## config.mk

```make
export PLATFORM = sky130hd
export DESIGN_NAME = fetcher
export DESIGN_NICKNAME = d
export VERILOG_FILES = /design/src/rtl/fetcher.sv
export SDC_FILE = /design/constraint.sdc
export NUM_CORES = 2
export LEC_CHECK = 0
export BUFFER_PORTS_ARGS = -buffer_cell sky130_fd_sc_hd__buf_2
export CORE_ASPECT_RATIO = 2
export CORE_MARGIN = 2
export CORE_UTILIZATION = 55
export CTS_CLUSTER_SIZE = 16
export DETAILED_ROUTE_END_ITERATION = 12
export PLACE_DENSITY = 0.74
export SLEW_MARGIN = 10
export SYNTH_ARGS = -nofsm -noshare
export SYNTH_HDL_FRONTEND = slang
export SYNTH_SLANG_ARGS = --single-unit
```

## constraint.sdc

```tcl
create_clock -name clk -period 6.55 [get_ports clk]
set_input_delay 0.655 -clock clk [delete_from_list [all_inputs] [get_ports clk]]
set_output_delay 0.655 -clock clk [all_outputs]
set_load 0.005 [all_outputs]
```

## src/rtl/fetcher.sv

```systemverilog
// fetcher: instruction fetch stage with a direct-mapped I-cache and static branch prediction.
// Issues one instruction per cycle on a hit; refills a single word from memctrl on a miss.
module fetcher #(
   parameter int          ICACHE_LINES = 64,
   parameter logic [31:0] RESET_PC     = 32'h0
) (
   input  logic        clk,
   input  logic        rst,
   input  logic        rdy,
   input  logic        full_from_rob,
   input  logic        full_from_rs,
   input  logic        full_from_lsb,
   input  logic        rollback_flag_from_rob,
   input  logic [31:0] target_pc_from_rob,
   output logic        fetch_req_to_memctrl,
   output logic [31:0] addr_to_memctrl,
   input  logic        ok_flag_from_memctrl,
   input  logic [31:0] inst_from_memctrl,
   output logic        ok_flag_to_dsp,
   output logic [31:0] inst_to_dsp,
   output logic [31:0] pc_to_dsp,
   output logic        predicted_jump_to_dsp,
   output logic [31:0] rollback_pc_to_dsp
);
   localparam int IW = $clog2(ICACHE_LINES);
   localparam int TW = 30 - IW;
   typedef enum logic {IDLE, WAIT_MEM} state_t;
   state_t state, state_nx;
   logic [31:0] pc, pc_nx, addr_nx;
   logic req_nx;
   logic [31:0] data [ICACHE_LINES];
   logic [TW-1:0] tags [ICACHE_LINES];
   logic [ICACHE_LINES-1:0] valid;
   logic [IW-1:0] idx, fill_idx;
   logic hit, full, fill, issue, is_jal, is_br, taken;
   logic [31:0] cur, imm_j, imm_b, pred_pc, rb_pc;
   assign idx      = pc[IW+1:2];
   assign fill_idx = addr_to_memctrl[IW+1:2];
   assign cur      = data[idx];
   assign hit      = valid[idx] && tags[idx] == pc[31:IW+2];
   assign full     = full_from_rob || full_from_rs || full_from_lsb;
   // a response that races a rollback is still a correct word for its address, so keep it
   assign fill     = rdy && state == WAIT_MEM && ok_flag_from_memctrl;
   assign issue    = rdy && !rollback_flag_from_rob && state == IDLE && !full && hit;
   assign imm_j    = {{12{cur[31]}}, cur[19:12], cur[20], cur[30:21], 1'b0};
   assign imm_b    = {{20{cur[31]}}, cur[7], cur[30:25], cur[11:8], 1'b0};
   assign is_jal   = cur[6:0] == 7'b1101111;
   assign is_br    = cur[6:0] == 7'b1100011;
   assign taken    = is_jal || (is_br && imm_b[31]);
   assign pred_pc  = pc + (is_jal ? imm_j : taken ? imm_b : 32'd4);
   assign rb_pc    = pc + ((is_br && !imm_b[31]) ? imm_b : 32'd4);
   always_comb begin
      state_nx = state;
      pc_nx    = pc;
      req_nx   = fetch_req_to_memctrl;
      addr_nx  = addr_to_memctrl;
      if (rdy && rollback_flag_from_rob) begin
         state_nx = IDLE;
         pc_nx    = target_pc_from_rob;
         req_nx   = 1'b0;
      end else if (fill) begin
         state_nx = IDLE;
         req_nx   = 1'b0;
      end else if (issue) begin
         pc_nx = pred_pc;
      end else if (rdy && state == IDLE && !full) begin
         state_nx = WAIT_MEM;
         req_nx   = 1'b1;
         addr_nx  = pc;
      end
   end
   always_ff @(posedge clk) begin
      if (rst) begin
         state                 <= IDLE;
         pc                    <= RESET_PC;
         valid                 <= '0;
         fetch_req_to_memctrl  <= 1'b0;
         addr_to_memctrl       <= 32'h0;
         ok_flag_to_dsp        <= 1'b0;
         inst_to_dsp           <= 32'h0;
         pc_to_dsp             <= 32'h0;
         predicted_jump_to_dsp <= 1'b0;
         rollback_pc_to_dsp    <= 32'h0;
      end else begin
         state                <= state_nx;
         pc                   <= pc_nx;
         fetch_req_to_memctrl <= req_nx;
         addr_to_memctrl      <= addr_nx;
         ok_flag_to_dsp       <= issue;
         if (fill) valid[fill_idx] <= 1'b1;
         if (issue) begin
            inst_to_dsp           <= cur;
            pc_to_dsp             <= pc;
            predicted_jump_to_dsp <= taken;
            rollback_pc_to_dsp    <= rb_pc;
         end
      end
   end
   always_ff @(posedge clk) begin
      if (fill) begin
         data[fill_idx] <= inst_from_memctrl;
         tags[fill_idx] <= addr_to_memctrl[31:IW+2];
      end
   end
endmodule
```

==> summary.md <==
* **ratio of routed vias to standard cells** 7.07
* **total half-perimeter wirelength after legalization and detailed placement** 266000 µm
* **GRT Overall Usage** 34.7%
* **yosys warns** 0
* **width of the die** 373 µm
* **post-synthesis sequential element count** 3816
* **worst path required time** 7.37 ns
* **DRC violations left** 0
* **share of synthesized area occupied by flip-flops and latches** 75.2%
* **maximum number of pins on one net before global-route repair** 107
* **post-route clock period utilization** 98.5%
* **final hold viol count** 0
* **status** finished clean
* **Max Clock Freq** 155 MHz
* **ports placed on the boundary** 203
* **Layout area overhead** 12.3%
* **area share of the largest cell type after synthesis** 72.0%
* **cell types with the highest counts after synthesis** sky130_fd_sc_hd__edfxtp_1, sky130_fd_sc_hd__mux4_2, sky130_fd_sc_hd__nand2_1
* **leading cell types by total area after synthesis** sky130_fd_sc_hd__edfxtp_1, sky130_fd_sc_hd__mux4_2, sky130_fd_sc_hd__dfxtp_1, sky130_fd_sc_hd__mux2i_1, sky130_fd_sc_hd__nand2_1
* **worst skew pair latency** 0.90 ns
* **unrepaired setup endpoints after global routing** true
* **total setup violations reported at the end of the flow** 0
* **WS Path Type** reg -> reg
* **residual antenna-violating net count after detailed routing** 0
* **total number of placement rows** 270
* **maximum clock insertion buffer count** 4
* **minimum setup slack after placement** -0.899 ns
* **number of flops mapped to enable cells by yosys** 3584
* **post-synthesis area per instance** 21.1 µm²
* **pwr dens** 283 nW/µm²
* **area of the die** 276000 µm²
* **gp weighted congestion** 0.941
* **clock slew seen by the registers of the worst setup and hold paths** 0.07 ns
* **area of the core** 270000 µm²
* **worst max-slew margin expressed relative to the limit** 7.09%
* **Worst-Margin Slew** 1.39 ns
* **share of layout cells above drive strength 1** 27.7%
* **total number of H-tree levels** 5
* **worst clock skew** 0.0532 ns
* **detailed-routing iteration count for the pre-antenna-repair pass** 8
* **initial antenna violation count** 41
* **worst setup slack after layout** 0.0985 ns
* **final max-slew violation count** 0
* **via count of the first global-routing pass** 80.2k
* **startpoint types** flip-flop
* **Min-Delay Path Class** in -> reg
* **worst stage delay on the critical path** 0.68 ns
* **root buffer selected by CTS** sky130_fd_sc_hd__clkbuf_16
* **IO buf count** 202
* **Slowest cell on crit path** sky130_fd_sc_hd__nand2_1
* **arrival time worst endpoint** 7.27 ns
* **top fanout value on the critical path** 10
* **share of async-settable or async-resettable flops after synthesis** 0%
* **Worst IR Drop VDD** 207 µV
* **total wire length after detailed routing** 480000 µm
* **Crit path top cell by count** sky130_fd_sc_hd__buf_4
* **overall power of the completed layout** 47.5 mW
* **Initial Util** 55.3%
* **static power due to leakage** 49.2 nW
* **clock buffer count from CTS** 309
* **crit end category** flip-flop
* **number of DRC markers after the initial detailed-route iteration** 14.0k
* **TritonCTS clock tree** built
* **Fin Hold WS** 0.0882 ns
* **total grt overflow** 0
* **CTS Sinks** 3816
* **number of vias in the routed layout** 81.1k
* **Netlist cell types** 91
* **# Max-Cap Violations** 0
* **post-synthesis instance area** 149000 µm²
* **Synth Flop Type** sky130_fd_sc_hd__edfxtp_1
* **final period demand of the worst path** 6.45 ns
* **Synth Instances** 7070
* **Die Ht** 741 µm
* **cell with the most instances after synthesis** sky130_fd_sc_hd__edfxtp_1
* **layout net count** 7826
* **global-route wire length before repair** 650000 µm
* **area leader, netlist** sky130_fd_sc_hd__edfxtp_1
* **routed length per instance** 41.8 µm
-- stage by stage --
stage | setup TNS [ns] | utilization [%] | cells | instance area [µm²]
floorplan | 0 | - | 7088 | 149000
global placement | -15.45 | 58.4 | 10910 | 158000
detailed placement | -17.45 | 58.4 | 10913 | 158000
CTS | 0 | 62.0 | 11442 | 168000
global route | -0.153 | 62.0 | 11457 | 168000
finish | 0 | 62.1 | 11473 | 168000
-- path summary, 6_finish.rpt --
check                          from            end  slack, ns  cells after the start
min reg2reg           pc_to_dsp[10]  pc_to_dsp[10]       0.45                      2
max                       flip-flop         pc[31]        0.1                     26
min          target_pc_from_rob[23]         pc[23]       0.09                      3
max reg2reg               flip-flop         pc[31]        0.1                     26
-- logic make-up after synthesis --
logic type      count (synthesis)  share of synthesized area [%]
other cells                     1                        0.00251
buf+inv                       423                           1.69
xor+xnor                       62                          0.364
fa+ha+maj                      62                          0.529
mux                          1235                           16.8
compound gates                628                           2.84
simple gates                  843                           2.62
flops                        3816                           75.2
-- power breakdown --
group | switching [mW] | total [mW] | internal (mW)
clock | 8.54 | 18.5 | 9.94
combinational | 1.57 | 2.50 | 0.927
sequential | 0.0463 | 26.5 | 26.5
total | 10.2 | 47.5 | 37.4
-- per-layer routing --
metal | up-vias | part of all wire (%) | GRT usage, % | wire length [µm]
met5 | - | 0.015 | 0 | 71
met4 | 10 | 10 | 28.1 | 48700
met3 | 1843 | 12 | 7.82 | 56300
met2 | 6921 | 49 | 56.0 | 233000
met1 | 41693 | 30 | 39.7 | 142000
li1 | 30605 | - | - | -
-- layout make-up --
cell class,count,area [µm²]
Clock buffer,399,8350
Multi-Input combinational cell,2849,35200
Sequential cell,3816,112000
Inverter,28,119
Timing Repair Buffer,688,5960
Antenna cell,29,72.6
Fill cell,17863,103000
Tap cell,3536,4420
Clock inverter,128,1240
-- registers in the layout, summed over array words and instances, names as in the netlist, 31 cells and up, named ones only --
name,cells
tags,1536
addr_to_memctrl,32
rollback_pc_to_dsp,31
inst_to_dsp,32
valid,64
pc_to_dsp,32
data,2048
pc,32
-- repair_timing --
action,CTS,global route
gates cloned,0,1
buffers inserted,0,1
hold buffers,2,0
pin swaps,0,0
endpoints found under the hold margin,2,0
resized for setup,6,10
setup endpoints to repair,72,32
-- worst max-delay path: cells and delay by family, from the launching register on --
family                     cells  cell delay, ns
DFF                            1            0.41
adders and majority gates      2            0.59
and+or+nand+nor                8            2.10
buffers and inverters          6            1.16
xor gates and xnor gates       1            0.16
AOI/OAI and AO/OA              9            1.95
-- placed cells by master (no fill, tap or decap), drive strengths merged, types with 73 or more instances in the layout --
cell    instances
clkinv         94
nand2         408
edfxtp       3584
dfxtp         232
buf           685
mux2i         209
o21a           73
clkbuf        400
mux4         1003
a21oi         158
nor2          140
Note: power is estimated with default switching activity, not from simulation.
